==> src/rtl/uart_pkg.sv <==
// Shared register map, STATUS/CTRL bit positions and engine state types
// for the FIFO-buffered UART peripheral.
package uart_pkg;

  localparam logic [2:0] UART_REG_DATA   = 3'd0;
  localparam logic [2:0] UART_REG_STATUS = 3'd1;
  localparam logic [2:0] UART_REG_CTRL   = 3'd2;
  localparam logic [2:0] UART_REG_DIVLO  = 3'd3;
  localparam logic [2:0] UART_REG_DIVHI  = 3'd4;

  localparam int ST_RX_AVAIL  = 0;
  localparam int ST_OVERRUN   = 1;
  localparam int ST_TX_BUSY   = 2;
  localparam int ST_TX_FULL   = 3;
  localparam int ST_FRAME_ERR = 4;
  localparam int ST_TX_IDLE   = 5;
  localparam int ST_TX_DROP   = 6;

  localparam int CTRL_RX_INT_EN = 0;
  localparam int CTRL_TX_INT_EN = 1;
  localparam int CTRL_LOOPBACK  = 2;

  typedef enum logic [1:0] {TX_IDLE, TX_START, TX_DATA, TX_STOP} tx_state_e;
  typedef enum logic [1:0] {RX_IDLE, RX_START, RX_DATA, RX_STOP} rx_state_e;

endpackage

==> src/rtl/uart_sync_fifo.sv <==
// Synchronous FIFO with a combinational head; a pop frees room for a push
// in the same cycle, and a pop on empty is ignored.
module uart_sync_fifo #(
  parameter int WIDTH = 8,
  parameter int DEPTH = 16
) (
  input  logic                    clk,
  input  logic                    rst,
  input  logic                    push,
  input  logic                    pop,
  input  logic [WIDTH-1:0]        wdata,
  output logic [WIDTH-1:0]        rdata,
  output logic                    full,
  output logic                    empty,
  output logic [$clog2(DEPTH):0]  count
);

  localparam int AW = $clog2(DEPTH);
  localparam logic [AW:0] FULL_CNT = (AW+1)'(DEPTH);

  logic [WIDTH-1:0] mem_q [DEPTH];
  logic [AW-1:0]    wrPtr_q, rdPtr_q;
  logic [AW:0]      count_q;
  logic             doPush, doPop;

  assign doPop  = pop & ~empty;
  assign doPush = push & (~full | doPop);

  always_ff @(posedge clk or posedge rst) begin
    if (rst) begin
      wrPtr_q <= '0;
      rdPtr_q <= '0;
      count_q <= '0;
    end else begin
      if (doPush) wrPtr_q <= wrPtr_q + 1'b1;
      if (doPop)  rdPtr_q <= rdPtr_q + 1'b1;
      case ({doPush, doPop})
        2'b10:   count_q <= count_q + 1'b1;
        2'b01:   count_q <= count_q - 1'b1;
        default: ;
      endcase
    end
  end

  // Storage carries no reset: contents are only visible through valid pointers.
  always_ff @(posedge clk) begin
    if (doPush) mem_q[wrPtr_q] <= wdata;
  end

  assign rdata = mem_q[rdPtr_q];
  assign full  = (count_q == FULL_CNT);
  assign empty = (count_q == '0);
  assign count = count_q;

endmodule

==> src/rtl/uart_buffered.sv <==
// FIFO-buffered UART for the 8-bit peripheral bus: TX/RX shift engines,
// programmable divisor, loopback, sticky error flags and maskable interrupts.
module uart_buffered
  import uart_pkg::*;
#(
  parameter int SYS_CLK    = 50_000_000,
  parameter int BAUDRATE   = 115200,
  parameter int FIFO_DEPTH = 16,
  parameter int RX_THRESH  = 1,
  parameter int DIV_W      = 16
) (
  input  logic       i_clk,
  input  logic       i_reset,
  input  logic [7:0] i_dat,
  output logic [7:0] o_dat,
  input  logic [2:0] i_addr,
  input  logic       i_we,
  input  logic       i_cyc,
  input  logic       rx,
  output logic       tx,
  output logic [1:0] o_int
);

  localparam int CW = $clog2(FIFO_DEPTH) + 1;
  localparam logic [DIV_W-1:0] DIV_RST = DIV_W'(SYS_CLK / BAUDRATE - 1);

  logic [2:0]       ctrl_q;
  logic [DIV_W-1:0] div_q, effDiv;
  logic             overrun_q, frameErr_q, txDrop_q;

  logic          txPush, txPop, txFull, txEmpty;
  logic [7:0]    txHead;
  logic [CW-1:0] txCount;
  logic          rxPush, rxPop, rxFull, rxEmpty;
  logic [7:0]    rxHead;
  logic [CW-1:0] rxCount;

  tx_state_e        txState_q, txState_d;
  logic [DIV_W-1:0] txCnt_q, txCnt_d;
  logic [2:0]       txBit_q, txBit_d;
  logic [7:0]       txShift_q, txShift_d;

  rx_state_e        rxState_q, rxState_d;
  logic [DIV_W-1:0] rxCnt_q, rxCnt_d;
  logic [2:0]       rxBit_q, rxBit_d;
  logic [7:0]       rxShift_q, rxShift_d;
  logic             rxSync1_q, rxSync2_q, rxPrev_q;
  logic             rxFall, setFrameErr;

  logic       wrAcc, rdAcc, loopback, txLine, txBusy, txIdle;
  logic [7:0] statusByte;

  assign wrAcc    = i_cyc & i_we;
  assign rdAcc    = i_cyc & ~i_we;
  assign txPush   = wrAcc & (i_addr == UART_REG_DATA);
  assign rxPop    = rdAcc & (i_addr == UART_REG_DATA);
  assign loopback = ctrl_q[CTRL_LOOPBACK];
  assign effDiv   = (div_q < DIV_W'(3)) ? DIV_W'(3) : div_q;

  uart_sync_fifo #(.WIDTH(8), .DEPTH(FIFO_DEPTH)) u_txFifo (
    .clk(i_clk), .rst(i_reset), .push(txPush), .pop(txPop), .wdata(i_dat),
    .rdata(txHead), .full(txFull), .empty(txEmpty), .count(txCount)
  );

  uart_sync_fifo #(.WIDTH(8), .DEPTH(FIFO_DEPTH)) u_rxFifo (
    .clk(i_clk), .rst(i_reset), .push(rxPush), .pop(rxPop), .wdata(rxShift_q),
    .rdata(rxHead), .full(rxFull), .empty(rxEmpty), .count(rxCount)
  );

  always_ff @(posedge i_clk or posedge i_reset) begin
    if (i_reset) begin
      ctrl_q     <= '0;
      div_q      <= DIV_RST;
      overrun_q  <= 1'b0;
      frameErr_q <= 1'b0;
      txDrop_q   <= 1'b0;
    end else begin
      if (wrAcc) begin
        case (i_addr)
          UART_REG_STATUS: begin
            if (i_dat[ST_OVERRUN])   overrun_q  <= 1'b0;
            if (i_dat[ST_FRAME_ERR]) frameErr_q <= 1'b0;
            if (i_dat[ST_TX_DROP])   txDrop_q   <= 1'b0;
          end
          UART_REG_CTRL:  ctrl_q           <= i_dat[2:0];
          UART_REG_DIVLO: div_q[7:0]       <= i_dat;
          UART_REG_DIVHI: div_q[DIV_W-1:8] <= i_dat[DIV_W-9:0];
          default: ;
        endcase
      end
      // A new error event in the same cycle as a clear keeps the flag set.
      if (rxPush && rxFull && !rxPop)   overrun_q  <= 1'b1;
      if (setFrameErr)                  frameErr_q <= 1'b1;
      if (txPush && txFull && !txPop)   txDrop_q   <= 1'b1;
    end
  end

  always_ff @(posedge i_clk or posedge i_reset) begin
    if (i_reset) begin
      txState_q <= TX_IDLE;
      txCnt_q   <= '0;
      txBit_q   <= '0;
      txShift_q <= '0;
    end else begin
      txState_q <= txState_d;
      txCnt_q   <= txCnt_d;
      txBit_q   <= txBit_d;
      txShift_q <= txShift_d;
    end
  end

  // The stop bit chains straight into the next start when a byte is waiting.
  always_comb begin
    txState_d = txState_q;
    txCnt_d   = txCnt_q;
    txBit_d   = txBit_q;
    txShift_d = txShift_q;
    txPop     = 1'b0;
    unique case (txState_q)
      TX_IDLE: if (!txEmpty) begin
        txState_d = TX_START; txPop = 1'b1; txShift_d = txHead; txCnt_d = effDiv;
      end
      TX_START: if (txCnt_q == '0) begin
        txState_d = TX_DATA; txBit_d = '0; txCnt_d = effDiv;
      end else txCnt_d = txCnt_q - 1'b1;
      TX_DATA: if (txCnt_q == '0) begin
        txCnt_d   = effDiv;
        txShift_d = txShift_q >> 1;
        if (txBit_q == 3'd7) txState_d = TX_STOP;
        else                 txBit_d   = txBit_q + 3'd1;
      end else txCnt_d = txCnt_q - 1'b1;
      TX_STOP: if (txCnt_q == '0) begin
        if (!txEmpty) begin
          txState_d = TX_START; txPop = 1'b1; txShift_d = txHead; txCnt_d = effDiv;
        end else txState_d = TX_IDLE;
      end else txCnt_d = txCnt_q - 1'b1;
    endcase
  end

  assign txLine = (txState_q == TX_START) ? 1'b0 :
                  (txState_q == TX_DATA)  ? txShift_q[0] : 1'b1;
  assign tx     = loopback ? 1'b1 : txLine;

  always_ff @(posedge i_clk or posedge i_reset) begin
    if (i_reset) begin
      rxSync1_q <= 1'b1;
      rxSync2_q <= 1'b1;
      rxPrev_q  <= 1'b1;
      rxState_q <= RX_IDLE;
      rxCnt_q   <= '0;
      rxBit_q   <= '0;
      rxShift_q <= '0;
    end else begin
      rxSync1_q <= loopback ? txLine : rx;
      rxSync2_q <= rxSync1_q;
      rxPrev_q  <= rxSync2_q;
      rxState_q <= rxState_d;
      rxCnt_q   <= rxCnt_d;
      rxBit_q   <= rxBit_d;
      rxShift_q <= rxShift_d;
    end
  end

  assign rxFall = rxPrev_q & ~rxSync2_q;

  // Half-period wait in START lands every later sample mid-bit.
  always_comb begin
    rxState_d   = rxState_q;
    rxCnt_d     = rxCnt_q;
    rxBit_d     = rxBit_q;
    rxShift_d   = rxShift_q;
    rxPush      = 1'b0;
    setFrameErr = 1'b0;
    unique case (rxState_q)
      RX_IDLE: if (rxFall) begin
        rxState_d = RX_START; rxCnt_d = effDiv >> 1;
      end
      RX_START: if (rxCnt_q == '0) begin
        if (rxSync2_q) rxState_d = RX_IDLE;
        else begin
          rxState_d = RX_DATA; rxBit_d = '0; rxCnt_d = effDiv;
        end
      end else rxCnt_d = rxCnt_q - 1'b1;
      RX_DATA: if (rxCnt_q == '0) begin
        rxShift_d = {rxSync2_q, rxShift_q[7:1]};
        rxCnt_d   = effDiv;
        if (rxBit_q == 3'd7) rxState_d = RX_STOP;
        else                 rxBit_d   = rxBit_q + 3'd1;
      end else rxCnt_d = rxCnt_q - 1'b1;
      RX_STOP: if (rxCnt_q == '0) begin
        rxPush      = 1'b1;
        setFrameErr = ~rxSync2_q;
        rxState_d   = RX_IDLE;
      end else rxCnt_d = rxCnt_q - 1'b1;
    endcase
  end

  assign txBusy = (txCount != '0) | (txState_q != TX_IDLE);
  assign txIdle = ~txBusy;

  always_comb begin
    statusByte               = '0;
    statusByte[ST_RX_AVAIL]  = ~rxEmpty;
    statusByte[ST_OVERRUN]   = overrun_q;
    statusByte[ST_TX_BUSY]   = txBusy;
    statusByte[ST_TX_FULL]   = txFull;
    statusByte[ST_FRAME_ERR] = frameErr_q;
    statusByte[ST_TX_IDLE]   = txIdle;
    statusByte[ST_TX_DROP]   = txDrop_q;
  end

  always_comb begin
    o_dat = 8'h00;
    case (i_addr)
      UART_REG_DATA:   o_dat = rxEmpty ? 8'h00 : rxHead;
      UART_REG_STATUS: o_dat = statusByte;
      UART_REG_CTRL:   o_dat = {5'b0, ctrl_q};
      UART_REG_DIVLO:  o_dat = div_q[7:0];
      UART_REG_DIVHI:  o_dat = 8'(div_q[DIV_W-1:8]);
      default: ;
    endcase
  end

  assign o_int[0] = ctrl_q[CTRL_RX_INT_EN] &
                    ((rxCount >= CW'(RX_THRESH)) | overrun_q | frameErr_q);
  assign o_int[1] = ctrl_q[CTRL_TX_INT_EN] & txIdle;

endmodule

==> config.mk <==
export PLATFORM = sky130hd
export DESIGN_NAME = uart_buffered
export DESIGN_NICKNAME = d
export VERILOG_FILES = /design/src/rtl/uart_pkg.sv /design/src/rtl/uart_sync_fifo.sv /design/src/rtl/uart_buffered.sv
export SDC_FILE = /design/constraint.sdc
export NUM_CORES = 1
export LEC_CHECK = 0
export ABC_CLOCK_PERIOD_IN_PS = 4400
export CORE_MARGIN = 1.5
export CORE_UTILIZATION = 60
export CTS_CLUSTER_SIZE = 8
export DETAILED_ROUTE_END_ITERATION = 16
export PLACE_DENSITY = 0.77
export SYNTH_ARGS = -nofsm -noshare
export SYNTH_HDL_FRONTEND = slang
export SYNTH_SLANG_ARGS = --single-unit
==> constraint.sdc <==
create_clock -name i_clk -period 4.4 [get_ports i_clk]
set_clock_uncertainty 0.2 [all_clocks]
set_input_delay 0.44 -clock i_clk [delete_from_list [all_inputs] [get_ports i_clk]]
set_output_delay 0.44 -clock i_clk [all_outputs]
set_load 0.005 [all_outputs]
==> results of run 1 <==
==> cell type report <==
cell class,count,area [sq um]
well taps,372,465
multi-input cells,720,5800
inverters,42,160
clock inverters,3,55.1
fillers,1766,8290
flip-flops and latches,365,10400
clock buffers,92,1450
repair buffers,48,453
==> sequential cells by signal, indices dropped and copies added, names as in the netlist, 5 cells and up, named ones only <==
signal          cells
u_rxFifo.mem_q    128
txCnt_q            16
u_txFifo.mem_q    128
u_rxFifo.count      5
rxCnt_q            16
txShift_q           8
rxShift_q           8
u_txFifo.count      5
div_q              16
==> cell usage in the layout, fill, tap and decap left out, types with 11 or more instances in the layout <==
master and instances:
a21oi_1 41, a22oi_1 22, and2_1 15, buf_4 19, clkbuf_1 40, clkbuf_16 52, clkdlybuf4s50_1 26, dfrtp_1 99
edfxtp_1 256, ha_1 34, inv_1 39, mux2_2 33, mux2i_1 41, mux4_2 58, nand2_1 108, nand3_1 17
nor2_1 60, nor2b_1 11, nor3_1 26, nor4_1 14, o211ai_1 17, o21ai_0 58, xnor2_1 20, xor2_1 20
==> metal layers <==
layer	global-route usage (%)	up-vias
met4	10.1	2
met1	37.1	5121
met2	44.8	464
met5	0	-
met3	5.27	98
li1	-	4614
==> synth_stat cells, drive strengths merged (4+ instances only) <==
master / number / share of area, %
o22ai: 9 / 0.34
mux4: 58 / 7.9
a22oi: 22 / 0.99
clkbuf: 38 / 0.86
mux2: 34 / 2.3
o211ai: 17 / 0.77
buf: 20 / 0.62
and2: 15 / 0.56
a31oi: 4 / 0.15
nor3: 29 / 1.0
o221ai: 4 / 0.21
dfstp: 8 / 1.3
a22o: 4 / 0.21
edfxtp: 256 / 46
nor3b: 5 / 0.35
mux2i: 41 / 2.5
nand3: 17 / 0.51
nand2: 109 / 2.5
a211oi: 8 / 0.36
xnor2: 20 / 1.1
o21ai: 60 / 1.8
o31ai: 8 / 0.36
nand4: 5 / 0.19
nand2b: 6 / 0.23
ha: 34 / 2.6
inv: 41 / 0.93
a21o: 5 / 0.23
dfrtp: 101 / 15
a21oi: 41 / 1.2
nand3b: 5 / 0.23
a32oi: 9 / 0.47
xor2: 20 / 1.1
nor2b: 11 / 0.41
and3: 6 / 0.23
nor2: 61 / 1.4
nor4: 17 / 0.86
==> worst paths after layout <==
path                       cells past startpoint  slack, ns                            start                         endpoint
max                                            6       0.39  u_rxFifo.rdPtr_q[0]$_DFFE_PP0P_                         o_dat[0]
min                                            0       0.18              rxSync1_q$_DFF_PP1_              rxSync2_q$_DFF_PP1_
max reg2reg                                   13       0.39             txCnt_q[0]$_DFF_PP0_    u_txFifo.count[4]$_DFFE_PP0P_
min reg2reg                                    0       0.18              rxSync1_q$_DFF_PP1_              rxSync2_q$_DFF_PP1_
max in group asynchronous                      4       2.62                          i_reset  u_txFifo.rdPtr_q[0]$_DFFE_PP0P_
min in group asynchronous                      3       0.55                          i_reset    u_rxFifo.count[0]$_DFFE_PP0P_
==> kinds of logic after synthesis <==
logic type	Yosys count	synth area share, %
AO/OA/AOI/OAI	215	8.45
XOR/XNOR	40	2.11
adder cells (fa/ha/maj)	35	2.68
buffers and inverters	100	2.43
flip-flops	365	62.7
multiplexers	133	12.6
AND/OR/NAND/NOR	297	8.98
==> metrics by stage <==
step	cell area (sq um)	cells	power [uW]
after floorplan	16600	1185	7140
after global placement	17300	1546	7970
after detailed placement	17300	1546	8060
after CTS	18800	1642	11700
after global routing	18800	1642	12300
final	18800	1642	11700
==> power by group <==
group          leakage [uW]  internal [uW]  switching, uW
clock              0.000713           2210           1440
sequential          0.00372           4020            546
combinational       0.00236           1550           1960
total               0.00680           7790           3940
==> impl_metrics.py, run 1 <==
metrics = {
    "placed_design": {
        "place.gp.congestion": 0.899,
        "place_ws_ns": 0.464,
        "dpl.hpwl_mm": 23.2,
        "port_buffers": 26,
    },
    "synthesis": {
        "synth-edff-count": 256,
        "ys_ff_latch": 365,
        "syn_inst": 1185,
        "synth_area_sq_um": 16600,
        "ys.warnings.count": 0,
        "yosysSeqAreaShare_pct": 62.7,
        "synth.avg_cell_area_sq_um": 14.0,
        "synthesis.nets": 1236,
        "synth.distinct_cells": 75,
        "async_reset_ff_share_pct": 29.9,
        "ys.flop_type": "edfxtp_1",
    },
    "power_and_ir_drop": {
        "power_density_nw_per_um2": 623,
        "vdd_drop_max_uv": 449,
        "leakage_uw": 0.00680,
    },
    "clock_tree": {
        "cts.sinks": 365,
        "cts_max_level": 2,
        "postCtsSetupRepairBufs": 0,
        "numCtsBuffers": 51,
        "ctsRootBufferMaster": "clkbuf_16",
        "clock_latency_ns": 0.57,
        "ctsResizeCount": 0,
        "holdBufCountCts": 1,
        "clock_path_buffers": 3,
        "cts_tree": "yes",
        "clk_pin_slew_ns": 0.05,
    },
    "die": {
        "ios": 27,
        "die_y_um": 169,
        "initial_utilization_pct": 61.4,
        "die_w_um": 169,
        "dieArea_sq_um": 28700,
        "core_area_sq_um": 27100,
        "placementRows": 60,
    },
    "setup_path": {
        "cp_top_family": "multiplexers",
        "cp_slowest_stage_delay_ns": 0.70,
        "cp_max_fo": 21,
        "critical_path_class": "reg -> out",
        "cp.required_ns": 3.76,
        "critPathBufInv": 2,
        "critPathArrivalTime_ns": 3.37,
        "crit_slowest_cell": "dfrtp_2",
        "endpoint_kind": "output port",
        "start_kind": "register",
        "crit_chain": "buf_12 > mux4_2 > mux4_2 > o21ai_0 > o211ai_1 > clkdlybuf4s50_1",
        "cpMostUsedCell": "mux4_2",
    },
    "drt": {
        "routed.top_layer": "met5",
        "drt_iter0_markers": 1035,
        "via_count": 10299,
        "dr_wl_met2_mm": 18.3,
        "m1WireLength_mm": 15.6,
        "viasPerCell": 6.27,
        "wl_per_cell_um": 23.1,
        "wirelength_mm": 37.9,
        "wl_met3_mm": 2.74,
        "drt_pass1_iterations": 6,
        "ant_nets": 0,
        "remaining_drc_errors": 0,
    },
    "run": {
        "maxCapViolations": 0,
    },
    "sta": {
        "setup_viol": 0,
        "hold_viol_final": 0,
        "fin_ws_ns": 0.388,
        "setup_tns_ns": 0,
        "relSlewSlack_pct": 36.0,
        "period_needed_ns": 4.01,
        "post-route-period-util_pct": 91.2,
        "rsz0062_at_grt": "no",
        "tightestPinTransition_ns": 0.961,
        "fmax_ghz": 0.249,
        "fin_hold_ws_ns": 0.178,
        "timing.final.max_slew_violations": 0,
    },
    "global_routing": {
        "grt_max_degree": 93,
        "grt_use_total_pct": 27.4,
        "grt_first_pass_wirelength_mm": 59.3,
        "grt-ovfl-total": 0,
        "antenna_found_initial": 1,
        "grt_pass1_vias": 10414,
    },
    "layout": {
        "final_nets": 1279,
        "syn2layout_area_growth_pct": 13.2,
        "post-route-util_pct": 69.4,
        "diodes": 0,
        "post_route_cells_drive_above_1_share_pct": 15.8,
    },
    "outcome": {
        "run_status": "completed",
    },
    "min_path": {
        "hp-class": "reg -> reg",
    },
}
Note: power is estimated with default switching activity, not from simulation.
==> run 2: changes to the inputs <==
--- a/config.mk
+++ b/config.mk
@@ -5,7 +5,7 @@
 export SDC_FILE = /design/constraint.sdc
 export NUM_CORES = 1
 export LEC_CHECK = 0
-export ABC_CLOCK_PERIOD_IN_PS = 4400
+export ABC_CLOCK_PERIOD_IN_PS = 4500
 export CORE_MARGIN = 1.5
 export CORE_UTILIZATION = 60
 export CTS_CLUSTER_SIZE = 8
==> constraint.sdc (replaced) <==
create_clock -name i_clk -period 4.5 [get_ports i_clk]
set_clock_uncertainty 0.2 [all_clocks]
set_input_delay 0.9 -clock i_clk [delete_from_list [all_inputs] [get_ports i_clk]]
set_output_delay 0.9 -clock i_clk [all_outputs]
set_load 0.005 [all_outputs]
==> run 2 against run 1 <==
Compared with the run above:
- routed wire length increased by 2.7%
- register-to-register slack improved by 0.07 ns
- via count increased by 2.5%
- first-iteration DRC count increased by 18%
- setup slack got worse by 0.22 ns
- final cell count increased by 0.67%
- non-clock buffer count increased by 12
- sequential power decreased by 2%
- critical path depth unchanged
- sequential share of layout area decreased by 0.25 points
==> impl_metrics.py, run 2 (same netlist as run 1, synthesis figures left out) <==
metrics = {
    "power_and_ir_drop": {
        "power_density_nw_per_um2": 609,
        "design_power_total_uw": 11500,
        "vdd_drop_max_uv": 355,
        "leakage_uw": 0.00686,
    },
    "layout": {
        "largest_registers": "u_rxFifo.mem_q (128), u_txFifo.mem_q (128)",
        "post_route_cells_drive_above_1_share_pct": 16.7,
        "syn2layout_area_growth_pct": 13.7,
        "final_nets": 1291,
        "mostFrequentLayoutCells": "edfxtp_1, nand2_1, dfrtp_1",
        "diodes": 0,
        "finalNonFillerCells": 1653,
        "layout_commonest_cell": "edfxtp_1",
    },
    "drt": {
        "drt_pass1_iterations": 7,
        "wl_per_cell_um": 23.5,
        "viasPerCell": 6.39,
        "wirelength_mm": 38.9,
        "drt_iter0_markers": 1218,
        "ant_nets": 0,
        "remaining_drc_errors": 0,
        "via_count": 10560,
    },
    "setup_path": {
        "endpoint_kind": "output port",
        "start_kind": "register",
        "setup.worst_path.start": "u_rxFifo.rdPtr_q[0]$_DFFE_PP0P_",
        "critPathArrivalTime_ns": 3.23,
        "critical_path_class": "reg -> out",
        "reg2reg_from": "txCnt_q[0]$_DFF_PP0_",
        "cp.required_ns": 3.40,
        "cp_max_fo": 12,
    },
    "clock_tree": {
        "postCtsSetupRepairBufs": 0,
        "numCtsBuffers": 51,
        "clock_latency_ns": 0.56,
        "cts.sinks": 365,
        "cts_tree": "yes",
        "cts_max_level": 2,
        "clock_path_buffers": 3,
        "ctsRootBufferMaster": "clkbuf_16",
        "ctsResizeCount": 0,
        "clk_pin_slew_ns": 0.05,
        "holdBufCountCts": 0,
    },
    "sta": {
        "timing.final.max_slew_violations": 0,
        "relSlewSlack_pct": 15.8,
        "tightestPinTransition_ns": 1.25,
        "rsz0062_at_grt": "no",
        "period_needed_ns": 4.33,
        "post-route-period-util_pct": 96.3,
        "hold_viol_final": 0,
        "setup_viol": 0,
        "setup_tns_ns": 0,
        "fmax_ghz": 0.231,
    },
    "die": {
        "ios": 27,
        "core_area_sq_um": 27100,
        "initial_utilization_pct": 61.4,
        "die_w_um": 169,
        "placementRows": 60,
        "die_y_um": 169,
        "dieArea_sq_um": 28700,
    },
    "global_routing": {
        "grt_first_pass_wirelength_mm": 59.8,
        "grt-ovfl-total": 0,
        "use_met1_pct": 37.7,
        "grt_max_degree": 50,
        "antenna_found_initial": 0,
        "met3_usage_pct": 4.34,
        "grt_use_total_pct": 27.8,
        "use_met2_pct": 45.4,
        "busiest_layer": "met2",
        "grt_pass1_vias": 10571,
    },
    "placed_design": {
        "place.gp.congestion": 0.917,
        "place_inst": 1559,
        "dpl.hpwl_mm": 24.1,
        "port_buffers": 26,
    },
    "outcome": {
        "run_status": "completed",
    },
    "min_path": {
        "hp-class": "reg -> reg",
        "hold_start": "rxSync1_q$_DFF_PP1_",
    },
    "run": {
        "maxCapViolations": 0,
    },
}
[run 2: worst max-delay path, cell delays in order, from the launching register on]
cell and delay (ns):
dfrtp_2 0.60, buf_4 0.34, mux4_2 0.56, mux4_2 0.53
inv_1 0.07, o21ai_0 0.09, clkdlybuf4s50_1 0.48
[run 2: worst paths after layout]
path / endpoint / slack (ns) / cells after the start
max in group asynchronous: u_txFifo.count[3]$_DFFE_PP0P_ / 2.72 / 3
worst min register to register: rxSync2_q$_DFF_PP1_ / 0.16 / 0
worst max register to register: u_txFifo.count[4]$_DFFE_PP0P_ / 0.46 / 13
worst max-delay path: o_dat[5] / 0.17 / 6
worst min-delay path: rxSync2_q$_DFF_PP1_ / 0.16 / 0
min in group asynchronous: u_rxFifo.rdPtr_q[1]$_DFFE_PP0P_ / 0.61 / 2
[run 2: per-layer routing]
layer  share of wire, %  vias to the layer above  wire (um)
met5                  0                        -          0
met4                4.0                        0       1560
met3                7.2                      113       2800
met2                 49                      478      18900
met1                 40                     5327      15600
li1                   -                     4642          -
[run 2: layout make-up]
type | count | area, sq um
multi-input combinational | 720 | 5800
clock inverter | 3 | 55.1
fill | 1746 | 8200
clock buffer | 91 | 1450
timing repair buffer | 60 | 541
inverter | 42 | 160
tap | 372 | 465
sequential | 365 | 10400
[run 2: power by group]
| group | total, uW | switching (uW) | internal, uW |
|---|---|---|---|
| Combinational | 3470 | 1950 | 1520 |
| Clock | 3550 | 1390 | 2160 |
| Sequential | 4480 | 543 | 3930 |
| Total | 11500 | 3890 | 7620 |
[run 2: per-stage QoR]
step                      setup WS (ns)  instance area (sq um)  utilization (%)  hold slack, ns
after floorplan                   0.539                  16600                -           0.145
after global placement            0.220                  17400             64.2           0.147
after detailed placement          0.195                  17400             64.2           0.151
after CTS                         0.148                  18900             69.7           0.158
after global routing             0.0267                  18900             69.7           0.160
final                             0.166                  18900             69.7           0.157
==> run 3: changes to the inputs <==
--- a/config.mk
+++ b/config.mk
@@ -6,11 +6,13 @@
 export NUM_CORES = 1
 export LEC_CHECK = 0
 export ABC_CLOCK_PERIOD_IN_PS = 4500
+export CAP_MARGIN = 20
 export CORE_MARGIN = 1.5
 export CORE_UTILIZATION = 60
 export CTS_CLUSTER_SIZE = 8
 export DETAILED_ROUTE_END_ITERATION = 16
 export PLACE_DENSITY = 0.77
+export SETUP_SLACK_MARGIN = 0.02
 export SYNTH_ARGS = -nofsm -noshare
 export SYNTH_HDL_FRONTEND = slang
 export SYNTH_SLANG_ARGS = --single-unit
==> run 3 against run 2 <==
Compared with the run above:
- final cell count about the same
- total power hardly changed
- combinational power is essentially flat
- sequential share of layout area about the same
- hold slack is essentially flat
- core utilization is essentially flat
- sequential cell count did not move
- design area barely moved
- critical endpoint unchanged
==> impl_metrics.py, run 3 (same netlist as run 1, synthesis figures left out) <==
metrics = {
    "outcome": {
        "run_status": "completed",
    },
    "power_and_ir_drop": {
        "pwr-share-clk_pct": 30.9,
        "design_power_total_uw": 11500,
        "p_switching_uw": 3890,
        "p_sw_share_pct": 33.8,
        "vdd_drop_max_uv": 354,
        "p_int_uw": 7620,
        "p_seq_share_pct": 38.9,
        "leakage_uw": 0.00687,
        "power_density_nw_per_um2": 609,
        "combPwrFrac_pct": 30.2,
    },
    "die": {
        "core_area_sq_um": 27100,
        "initial_utilization_pct": 61.4,
        "die_w_um": 169,
        "placementRows": 60,
        "dieArea_sq_um": 28700,
        "die_y_um": 169,
        "ios": 27,
    },
    "layout": {
        "diodes": 0,
        "largest_registers": "u_rxFifo.mem_q (128), u_txFifo.mem_q (128)",
        "post_route_cells_drive_above_1_share_pct": 16.8,
        "layout_commonest_cell": "edfxtp_1",
        "syn2layout_area_growth_pct": 13.7,
        "mostFrequentLayoutCells": "edfxtp_1, nand2_1, dfrtp_1",
        "final_nets": 1292,
        "multiInputGateArea_sq_um": 5800,
        "fillers": 1748,
        "regArea_sq_um": 10400,
    },
    "sta": {
        "setup_viol": 0,
        "rsz0062_at_grt": "no",
        "post-route-period-util_pct": 96.1,
        "timing.final.max_slew_violations": 0,
        "relSlewSlack_pct": 33.0,
        "tightestPinTransition_ns": 1.00,
        "period_needed_ns": 4.33,
        "setup_tns_ns": 0,
        "fmax_ghz": 0.231,
        "hold_viol_final": 0,
    },
    "clock_tree": {
        "cts_max_level": 2,
        "clk_pin_slew_ns": 0.05,
        "cts.sinks": 365,
        "clock_latency_ns": 0.56,
        "ctsResizeCount": 0,
        "numCtsBuffers": 51,
        "clock_path_buffers": 3,
        "postCtsSetupRepairBufs": 0,
        "ctsRootBufferMaster": "clkbuf_16",
        "holdBufCountCts": 0,
        "cts_tree": "yes",
    },
    "drt": {
        "wirelength_mm": 38.9,
        "drt_iter0_markers": 1262,
        "viasPerCell": 6.42,
        "drt_pass1_iterations": 5,
        "via_count": 10618,
        "ant_nets": 0,
        "m1WireLength_mm": 15.4,
        "dr_wl_met2_mm": 18.8,
        "routed.top_layer": "met4",
        "wl_met3_mm": 3.01,
        "remaining_drc_errors": 0,
        "wl_per_cell_um": 23.5,
    },
    "run": {
        "maxCapViolations": 0,
    },
    "setup_path": {
        "cpMostUsedCell": "mux4_2",
        "cp_max_fo": 12,
        "cp.required_ns": 3.40,
        "start_kind": "register",
        "endpoint_kind": "output port",
        "critical_path_class": "reg -> out",
        "crit_chain": "buf_4 > mux4_2 > mux4_2 > inv_1 > o21ai_0 > clkdlybuf4s50_1",
        "critPathArrivalTime_ns": 3.23,
        "cp_slowest_stage_delay_ns": 0.61,
        "crit_slowest_cell": "dfrtp_2",
        "rrSetupSlack_ns": 0.46,
    },
    "global_routing": {
        "grt_first_pass_wirelength_mm": 59.8,
        "grt-ovfl-total": 0,
        "grt_pass1_vias": 10571,
        "grt_max_degree": 50,
        "grt_use_total_pct": 27.8,
        "antenna_found_initial": 0,
    },
    "placed_design": {
        "place.gp.congestion": 0.917,
        "dpl.hpwl_mm": 24.1,
        "port_buffers": 26,
    },
    "min_path": {
        "hp-class": "reg -> reg",
    },
}
## run 3: cell types whose count changed in the layout (fill, tap and decap cells not counted)
cell      before  now
clkbuf_2       0    1
## run 3: final cells by class
cell class                 instances  share of cell area [%]
sequential                       365                    55.2
multi-input combinational        720                    30.7
timing repair buffer              61                    2.89
clock inverter                     3                   0.291
inverter                          42                   0.847
tap                              372                    2.46
clock buffer                      91                    7.66
## run 3: power by group through the flow
stage                     combinational [uW]  clock, uW  sequential (uW)
after global routing                    3780       3750             4520
final                                   3470       3560             4480
after CTS                               3440       3590             4460
after global placement                  3300          0             4500
after floorplan                         2730          0             4240
after detailed placement                3400          0             4510
## run 3: per-layer routing
metal  vias to the layer above  GRT usage (%)
li1                       4640              -
met4                         0           12.0
met2                       511           45.4
met5                         -              0
met1                      5345           37.7
met3                       122           4.34
## run 3: through the flow
step	instances	util [%]	area [sq um]	hold slack [ns]	setup slack (ns)
floorplan	1185	-	16600	0.145	0.539
global placement	1559	64.2	17400	0.147	0.220
detailed placement	1559	64.2	17400	0.151	0.195
CTS	1653	69.7	18900	0.158	0.148
global route	1654	69.8	18900	0.160	0.0267
finish	1654	69.8	18900	0.157	0.173
## run 3: path summary, 6_finish.rpt
kind | from | to | cells after the start
setup / recovery | u_rxFifo.rdPtr_q[0]$_DFFE_PP0P_ | o_dat[5] | 6
hold / removal | rxSync1_q$_DFF_PP1_ | rxSync2_q$_DFF_PP1_ | 0
setup reg to reg | txCnt_q[0]$_DFF_PP0_ | u_txFifo.count[4]$_DFFE_PP0P_ | 13
hold reg to reg | rxSync1_q$_DFF_PP1_ | rxSync2_q$_DFF_PP1_ | 0
max in group asynchronous | i_reset | u_txFifo.count[3]$_DFFE_PP0P_ | 3
min in group asynchronous | i_reset | u_rxFifo.rdPtr_q[1]$_DFFE_PP0P_ | 2
## run 3: critical path: cells and delay by family, from the launching register on
family | cells | cell delay [ns]
multiplexers | 2 | 1.09
flip-flops | 1 | 0.61
buffers and inverters | 3 | 0.89
AO/OA/AOI/OAI | 1 | 0.08
